`config.mk`:
```
export PLATFORM = sky130hd
export DESIGN_NAME = dino_game_ctrl_flat
export DESIGN_NICKNAME = d
export VERILOG_FILES = /design/src/rtl/dino_pkg.sv /design/src/rtl/dino_game_ctrl_if.sv /design/src/rtl/dino_lfsr8.sv /design/src/rtl/dino_game_ctrl.sv /design/src/flat_wrapper.sv
export SDC_FILE = /design/constraint.sdc
export NUM_CORES = 1
export LEC_CHECK = 0
export CORE_UTILIZATION = 46
export CTS_CLUSTER_DIAMETER = 100
export DETAILED_ROUTE_END_ITERATION = 16
export PLACE_DENSITY = 0.8
export SYNTH_ARGS = -nofsm -noshare
export SYNTH_HDL_FRONTEND = slang
export SYNTH_SLANG_ARGS = --single-unit
```
`constraint.sdc`:
```
create_clock -name clk -period 1.9 [get_ports clk]
set_input_delay 0.19 -clock clk [delete_from_list [all_inputs] [get_ports clk]]
set_output_delay 0.19 -clock clk [all_outputs]
set_load 0.03 [all_outputs]
```
`src/rtl/dino_pkg.sv`:
```
// Shared definitions for the dino runner: FSM encodings, LED line geometry
// and the 8-bit Fibonacci LFSR shared by the sequencer and obstacle generator.
package dino_pkg;

    typedef enum logic [1:0] {
        ST_IDLE = 2'b00,
        ST_RUN  = 2'b01,
        ST_DEAD = 2'b10
    } state_e;

    localparam int              LFSR_W    = 8;
    localparam logic [LFSR_W-1:0] LFSR_TAPS = 8'hB8;
    localparam int              DINO_COL  = 0;
    localparam int              LINE_W    = 8;

    // Feedback bit of the taps-8,6,5,4 register; it becomes bit0 of the next value.
    function automatic logic lfsr_fb(input logic [LFSR_W-1:0] v);
        return ^(v & LFSR_TAPS);
    endfunction

    function automatic logic [LFSR_W-1:0] lfsr_step(input logic [LFSR_W-1:0] v);
        return {v[LFSR_W-2:0], lfsr_fb(v)};
    endfunction

endpackage

```
`src/rtl/dino_game_ctrl_if.sv`:
```
// Button/obstacle/status bundle between the game sequencer and its environment.
// Suffixes are from the sequencer's point of view.
interface dino_game_ctrl_if import dino_pkg::*; #(
    parameter int SCORE_W = 8
) ();
    logic               start_btn_i;
    logic               jump_btn_i;
    logic [LINE_W-1:0]  obst_line_i;
    logic               obst_step_o;
    logic               obst_spawn_o;
    logic               obst_clear_o;
    logic               dino_up_o;
    logic               game_over_o;
    logic [SCORE_W-1:0] score_o;
    logic [1:0]         state_o;

    modport slave (
        input  start_btn_i, jump_btn_i, obst_line_i,
        output obst_step_o, obst_spawn_o, obst_clear_o, dino_up_o,
               game_over_o, score_o, state_o
    );

    modport master (
        output start_btn_i, jump_btn_i, obst_line_i,
        input  obst_step_o, obst_spawn_o, obst_clear_o, dino_up_o,
               game_over_o, score_o, state_o
    );
endinterface

```
`src/rtl/dino_lfsr8.sv`:
```
// Free-standing 8-bit Fibonacci LFSR that advances only when enabled.
module dino_lfsr8 import dino_pkg::*; #(
    parameter logic [LFSR_W-1:0] SEED = 8'hA5
) (
    input  logic              clk,
    input  logic              rst_n,
    input  logic              en_i,
    output logic [LFSR_W-1:0] value_o
);
    logic [LFSR_W-1:0] lfsr_q;

    // LFSR state register: holds unless advanced.
    always_ff @(posedge clk or negedge rst_n) begin
        if (!rst_n) begin
            lfsr_q <= SEED;
        end else if (en_i) begin
            lfsr_q <= lfsr_step(lfsr_q);
        end else begin
            lfsr_q <= lfsr_q;
        end
    end

    assign value_o = lfsr_q;
endmodule

```
`src/rtl/dino_game_ctrl.sv`:
```
// Game sequencer for the 8-LED dino runner: IDLE/RUN/DEAD FSM, scroll-tick
// prescaler, obstacle step/spawn/clear commands, jump timer, collision and score.
module dino_game_ctrl import dino_pkg::*; #(
    parameter int                TICK_DIV   = 4,
    parameter int                JUMP_TICKS = 3,
    parameter int                MIN_GAP    = 2,
    parameter int                SCORE_W    = 8,
    parameter logic [LFSR_W-1:0] LFSR_SEED  = 8'hA5
) (
    input  logic              clk,
    input  logic              rst_n,
    dino_game_ctrl_if.slave   bus
);
    localparam int PW = $clog2(TICK_DIV);
    localparam int JW = $clog2(JUMP_TICKS + 1);
    localparam int GW = $clog2(MIN_GAP + 2);
    localparam logic [PW-1:0] PRESC_MAX = PW'(TICK_DIV - 1);
    localparam logic [JW-1:0] JUMP_LOAD = JW'(JUMP_TICKS);
    localparam logic [GW-1:0] GAP_MAX   = GW'(MIN_GAP);

    state_e             state_q;
    logic               start_prev_q, jump_prev_q;
    logic [PW-1:0]      presc_q;
    logic [GW-1:0]      gap_q;
    logic [JW-1:0]      jump_cnt_q, jump_cnt_d;
    logic [SCORE_W-1:0] score_q;
    logic               step_q, spawn_q, clear_q, dino_up_q, game_over_q;
    logic [LFSR_W-1:0]  lfsr_s;
    logic               start_rise_s, jump_rise_s, in_run_s, collision_s, tick_s, spawn_s;

    assign start_rise_s = bus.start_btn_i & ~start_prev_q;
    assign jump_rise_s  = bus.jump_btn_i & ~jump_prev_q;
    assign in_run_s     = (state_q == ST_RUN);
    assign collision_s  = in_run_s & bus.obst_line_i[DINO_COL] & ~dino_up_q;
    // A tick swallowed by a collision does not advance anything.
    assign tick_s       = in_run_s & ~collision_s & (presc_q == PRESC_MAX);
    assign spawn_s      = tick_s & (gap_q >= GAP_MAX) & lfsr_fb(lfsr_s);

    dino_lfsr8 #(.SEED(LFSR_SEED)) u_lfsr (
        .clk     (clk),
        .rst_n   (rst_n),
        .en_i    (tick_s),
        .value_o (lfsr_s)
    );

    // Jump timer next state: a fresh load beats a same-cycle tick decrement.
    always_comb begin
        jump_cnt_d = jump_cnt_q;
        if (in_run_s && !collision_s) begin
            if (jump_rise_s && (jump_cnt_q == JW'(0))) begin
                jump_cnt_d = JUMP_LOAD;
            end else if (tick_s && (jump_cnt_q != JW'(0))) begin
                jump_cnt_d = jump_cnt_q - JW'(1);
            end else begin
                jump_cnt_d = jump_cnt_q;
            end
        end else if (!in_run_s && start_rise_s) begin
            jump_cnt_d = JW'(0);
        end else begin
            jump_cnt_d = jump_cnt_q;
        end
    end

    // Game FSM with all status and command outputs registered.
    always_ff @(posedge clk or negedge rst_n) begin
        if (!rst_n) begin
            state_q      <= ST_IDLE;
            start_prev_q <= 1'b0;
            jump_prev_q  <= 1'b0;
            presc_q      <= PW'(0);
            gap_q        <= GW'(0);
            jump_cnt_q   <= JW'(0);
            score_q      <= SCORE_W'(0);
            step_q       <= 1'b0;
            spawn_q      <= 1'b0;
            clear_q      <= 1'b0;
            dino_up_q    <= 1'b0;
            game_over_q  <= 1'b0;
        end else begin
            start_prev_q <= bus.start_btn_i;
            jump_prev_q  <= bus.jump_btn_i;
            jump_cnt_q   <= jump_cnt_d;
            step_q       <= 1'b0;
            spawn_q      <= 1'b0;
            clear_q      <= 1'b0;
            case (state_q)
                ST_IDLE, ST_DEAD: begin
                    presc_q   <= PW'(0);
                    dino_up_q <= 1'b0;
                    if (start_rise_s) begin
                        state_q     <= ST_RUN;
                        clear_q     <= 1'b1;
                        score_q     <= SCORE_W'(0);
                        gap_q       <= GW'(0);
                        game_over_q <= 1'b0;
                    end else begin
                        state_q     <= state_q;
                        game_over_q <= (state_q == ST_DEAD);
                    end
                end
                ST_RUN: begin
                    if (collision_s) begin
                        state_q     <= ST_DEAD;
                        game_over_q <= 1'b1;
                        presc_q     <= PW'(0);
                        dino_up_q   <= 1'b0;
                    end else begin
                        state_q     <= ST_RUN;
                        game_over_q <= 1'b0;
                        dino_up_q   <= (jump_cnt_d != JW'(0));
                        presc_q     <= tick_s ? PW'(0) : presc_q + PW'(1);
                        if (tick_s) begin
                            step_q  <= 1'b1;
                            spawn_q <= spawn_s;
                            if (spawn_s) begin
                                gap_q <= GW'(0);
                            end else if (gap_q >= GAP_MAX) begin
                                gap_q <= GAP_MAX;
                            end else begin
                                gap_q <= gap_q + GW'(1);
                            end
                            if (score_q != {SCORE_W{1'b1}}) begin
                                score_q <= score_q + SCORE_W'(1);
                            end else begin
                                score_q <= score_q;
                            end
                        end else begin
                            gap_q   <= gap_q;
                            score_q <= score_q;
                        end
                    end
                end
                default: begin
                    state_q     <= ST_IDLE;
                    presc_q     <= PW'(0);
                    dino_up_q   <= 1'b0;
                    game_over_q <= 1'b0;
                end
            endcase
        end
    end

    assign bus.obst_step_o  = step_q;
    assign bus.obst_spawn_o = spawn_q;
    assign bus.obst_clear_o = clear_q;
    assign bus.dino_up_o    = dino_up_q;
    assign bus.game_over_o  = game_over_q;
    assign bus.score_o      = score_q;
    assign bus.state_o      = state_q;
endmodule

```
`src/flat_wrapper.sv`:
```
// flat-port wrapper written by rule: the top's interface ports become plain ports
module dino_game_ctrl_flat import dino_pkg::*;
#(
    parameter int                TICK_DIV   = 4,
    parameter int                JUMP_TICKS = 3,
    parameter int                MIN_GAP    = 2,
    parameter int                SCORE_W    = 8,
    parameter logic [LFSR_W-1:0] LFSR_SEED  = 8'hA5
)
  (clk, rst_n, bus_start_btn_i, bus_jump_btn_i, bus_obst_line_i, bus_obst_step_o, bus_obst_spawn_o, bus_obst_clear_o, bus_dino_up_o, bus_game_over_o, bus_score_o, bus_state_o);
  dino_game_ctrl_if #(.SCORE_W(SCORE_W)) bus_i ();
  input  logic clk;
  input  logic rst_n;
  input wire logic [$bits(bus_i.start_btn_i)-1:0] bus_start_btn_i;
  input wire logic [$bits(bus_i.jump_btn_i)-1:0] bus_jump_btn_i;
  input wire logic [$bits(bus_i.obst_line_i)-1:0] bus_obst_line_i;
  output wire logic [$bits(bus_i.obst_step_o)-1:0] bus_obst_step_o;
  output wire logic [$bits(bus_i.obst_spawn_o)-1:0] bus_obst_spawn_o;
  output wire logic [$bits(bus_i.obst_clear_o)-1:0] bus_obst_clear_o;
  output wire logic [$bits(bus_i.dino_up_o)-1:0] bus_dino_up_o;
  output wire logic [$bits(bus_i.game_over_o)-1:0] bus_game_over_o;
  output wire logic [$bits(bus_i.score_o)-1:0] bus_score_o;
  output wire logic [$bits(bus_i.state_o)-1:0] bus_state_o;
  assign bus_i.start_btn_i = bus_start_btn_i;
  assign bus_i.jump_btn_i = bus_jump_btn_i;
  assign bus_i.obst_line_i = bus_obst_line_i;
  assign bus_obst_step_o = bus_i.obst_step_o;
  assign bus_obst_spawn_o = bus_i.obst_spawn_o;
  assign bus_obst_clear_o = bus_i.obst_clear_o;
  assign bus_dino_up_o = bus_i.dino_up_o;
  assign bus_game_over_o = bus_i.game_over_o;
  assign bus_score_o = bus_i.score_o;
  assign bus_state_o = bus_i.state_o;
  dino_game_ctrl #(.TICK_DIV(TICK_DIV), .JUMP_TICKS(JUMP_TICKS), .MIN_GAP(MIN_GAP), .SCORE_W(SCORE_W), .LFSR_SEED(LFSR_SEED)) u_core (.clk(clk), .rst_n(rst_n), .bus(bus_i));
endmodule
```
==> flow_metrics.env <==
export IMPL_seq_power_share_pct=47.9
export IMPL_clock_path_buffers=2
export IMPL_die_area_um2=3350
export IMPL_grt_pass1_vias=1104
export IMPL_clock_sinks=31
export IMPL_fin_util_pct=62.2
export IMPL_final_hold_viol_count=0
export IMPL_grt_pass1_wl_mm=4.79
export IMPL_hold_path_class="input port to asynchronous set/reset pin"
export IMPL_fin_skew_ns=0.00604
export IMPL_overflow=0
export IMPL_vias_per_cell=5.54
export IMPL_r2r_cells=6
export IMPL_netlist_instances=142
export IMPL_drtIter0Drc=21
export IMPL_die_y_um=57.9
export IMPL_cp_start_kind="register"
export IMPL_critPathMaxFanout=8
export IMPL_antenna_left=0
export IMPL_io_buffers=19
export IMPL_crit_required_ns=2.15
export IMPL_antenna_found_initial=0
export IMPL_syn_to_final_growth_pct=23.6
export IMPL_worst_slack_ns=0.126
export IMPL_hpwl_mm=1.97
export IMPL_syn_area_um2=1440
export IMPL_numCtsBuffers=5
export IMPL_dieWidth_um=57.9
export IMPL_clk_pin_slew_ns=0.09
export IMPL_syn_num_nets=157
export IMPL_synth_warnings=0
export IMPL_dr_total_vias=1141
export IMPL_tightest_slew_ns=0.461
export IMPL_placedCellCount=198
export IMPL_routed_wl_mm=2.69
export IMPL_switching_share_pct=33.0
export IMPL_cts_resized=0
export IMPL_fillers=241
export IMPL_synth_edf_count=0
export IMPL_fin_crit_sh_pct=93.4
export IMPL_syn_area_per_cell_um2=10.1
export IMPL_wire_per_inst_um=13.0
export IMPL_dp_slack_ns=-0.0715
export IMPL_root_buffer="clkbuf_4"
export IMPL_synth_seq_cells=31
export IMPL_p_per_area_nw_per_um2=924
export IMPL_drc=2
export IMPL_drive_gt1_share_pct=14.9
export IMPL_rows=19
export IMPL_min_period_ns=1.77
export IMPL_seq_area_frac_synth_pct=54.4
export IMPL_violations="design-rule violations"
export IMPL_instances_no_fill=206
export IMPL_nNetsFinal=189
export IMPL_maxSlewViolCount=0
export IMPL_core_um2=2850
export IMPL_clk_insertion_delay_late_ns=0.32
export IMPL_ys_flop_type="dfrtp_1"
export IMPL_ir_drop_uv=632
export IMPL_cp_arrival_ns=2.03
export IMPL_p_switching_w=0.000541
export IMPL_cap_violations=0
export IMPL_rsz0062_at_grt="false"
export IMPL_grt_total_usage_pct=19.0
export IMPL_crit_type="register to register"
export IMPL_finalSetupViolations=0
export IMPL_place_congestion=0.785
export IMPL_antennaDiodeCount=0
export IMPL_p_leak_nw=0.795
export IMPL_initial_core_util_pct=50.3
export IMPL_intPower_w=0.00110
export IMPL_ys_types=35
export IMPL_relSlewSlack_pct=69.0
export IMPL_htree_levels=2
export IMPL_dr_pass1_iters=10
export IMPL_pwr_share_comb_pct=28.0
export IMPL_cts_hold_buf=0
export IMPL_cts_tree="yes"
export IMPL_async_flop_share_pct=100
export IMPL_status="finished, violations left"
export IMPL_post_cts_buffers=0
export IMPL_fmax_mhz=564
export IMPL_ios=27
export IMPL_end_kind="register"
export IMPL_grt_max_degree=32
export IMPL_p_clk_share_pct=24.1
[cells by family after synthesis]
| kind of cell | after synthesis | share of synthesized area, % |
|---|---|---|
| flip-flops | 31 | 54.4 |
| AND/OR/NAND/NOR | 66 | 22.8 |
| buffers and inverters | 8 | 2.96 |
| adder cells (fa/ha/maj) | 3 | 2.62 |
| XOR/XNOR | 4 | 2.44 |
| AO/OA/AOI/OAI | 28 | 13.3 |
| multiplexers | 2 | 1.39 |
[power groups by stage]
stage          Clock [W]  Sequential (W)  Combinational (W)
2_1_floorplan          0        0.000867           0.000208
3_3_place_gp           0        0.000789           0.000437
3_5_place_dp           0        0.000796           0.000459
4_1_cts         0.000409        0.000784           0.000461
5_1_grt         0.000441        0.000792           0.000507
6_report        0.000395        0.000785           0.000460
[registers in the layout, summed over array words and instances (netlist names)]
name and count:
u_core.bus.score_o 8, u_core.u_lfsr.value_o 8, u_core.bus.state_o 2, u_core.gap_q 2, u_core.jump_cnt_q 2, u_core.presc_q 2, u_core.bus.dino_up_o 1, u_core.bus.game_over_o 1
u_core.bus.obst_clear_o 1, u_core.bus.obst_spawn_o 1, u_core.bus.obst_step_o 1, u_core.jump_prev_q 1, u_core.start_prev_q 1
[worst max-delay path: stages, from the launching register on]
cell and delay [ns]:
dfrtp_1 0.44, ha_1 0.24, nand3_1 0.15, nor3_1 0.09, buf_4 0.16, or4_1 0.46
a21oi_1 0.16
[layout make-up]
cell class	instances	area, µm²	area share (%)
Inverter	5	23.8	1.34
Timing Repair Buffer	28	258	14.5
Tap cell	31	38.8	2.19
Clock buffer	7	55.1	3.10
Sequential cell	31	782	44.1
Multi-Input combinational cell	103	612	34.5
Clock inverter	1	5.00	0.282
[per-stage QoR]
step | setup TNS, ns | total power [W] | area, µm² | hold WS, ns
after floorplan | 0 | 0.00107 | 1440 | -0.106
after global placement | -0.119 | 0.00123 | 1710 | 0.429
after detailed placement | -0.257 | 0.00126 | 1710 | 0.435
after CTS | 0 | 0.00165 | 1770 | 0.242
after global routing | 0 | 0.00174 | 1770 | 0.272
final | 0 | 0.00164 | 1770 | 0.241
[metal layers]
metal / wire length (µm) / vias to the layer above / GRT usage (%) / share of wire, %
met4: 17 / 0 / 8.16 / 0.63
met1: 1180 / 554 / 22.7 / 44
met5: 0 / - / 0 / 0
met3: 130 / 2 / 7.37 / 4.8
met2: 1360 / 25 / 30.7 / 51
li1: - / 560 / - / -
[cells in the final DEF, fill, tap and decap left out, drive strengths merged]
master | netlist | layout
nand2 | 32 | 32
dfrtp | 27 | 27
clkdlybuf4s50 | 0 | 19
a21oi | 9 | 9
buf | 1 | 9
nand3 | 7 | 7
o31ai | 7 | 7
clkbuf | 2 | 7
nand2b | 6 | 6
inv | 5 | 5
nor2 | 4 | 4
xnor2 | 4 | 4
or4 | 4 | 4
dfstp | 4 | 4
o21ai | 4 | 4
nor3 | 3 | 3
ha | 3 | 3
nor2b | 2 | 2
o22ai | 2 | 2
mux2i | 2 | 2
and4 | 2 | 2
a31oi | 2 | 2
and2b | 1 | 1
nor4 | 1 | 1
o221a | 1 | 1
o211ai | 1 | 1
a21boi | 1 | 1
and3 | 1 | 1
or3b | 1 | 1
o21a | 1 | 1
nand3b | 1 | 1
or3 | 1 | 1
clkinv | 0 | 1
[synth_stat cells, drive strengths merged, types with 2 or more instances]
cell type,n,area (µm²)
o21ai,4,20.0
clkbuf,2,7.51
a21oi,9,45.0
o31ai,7,52.6
ha,3,37.5
nand2b,6,37.5
dfrtp,27,676
nor2,4,15.0
o22ai,2,12.5
mux2i,2,20.0
nor2b,2,12.5
xnor2,4,35.0
nand2,32,120
a31oi,2,27.5
inv,5,23.8
dfstp,4,105
nor3,3,15.0
and4,2,17.5
nand3,7,35.0
or4,4,30.0
[worst paths after layout]
check                                            from                  endpoint  slack (ns)
worst max-delay path            u_core.bus.score_o[0]     u_core.bus.score_o[3]        0.13
worst min-delay path                            rst_n     u_core.bus.score_o[3]        0.24
worst max register to register  u_core.bus.score_o[0]     u_core.bus.score_o[3]        0.13
worst min register to register      u_core.presc_q[0]         u_core.presc_q[0]        0.44
max in group asynchronous                       rst_n  u_core.u_lfsr.value_o[5]        1.34
min in group clk                       bus_jump_btn_i        u_core.jump_prev_q        0.33
(Power assumes the default switching activity.)
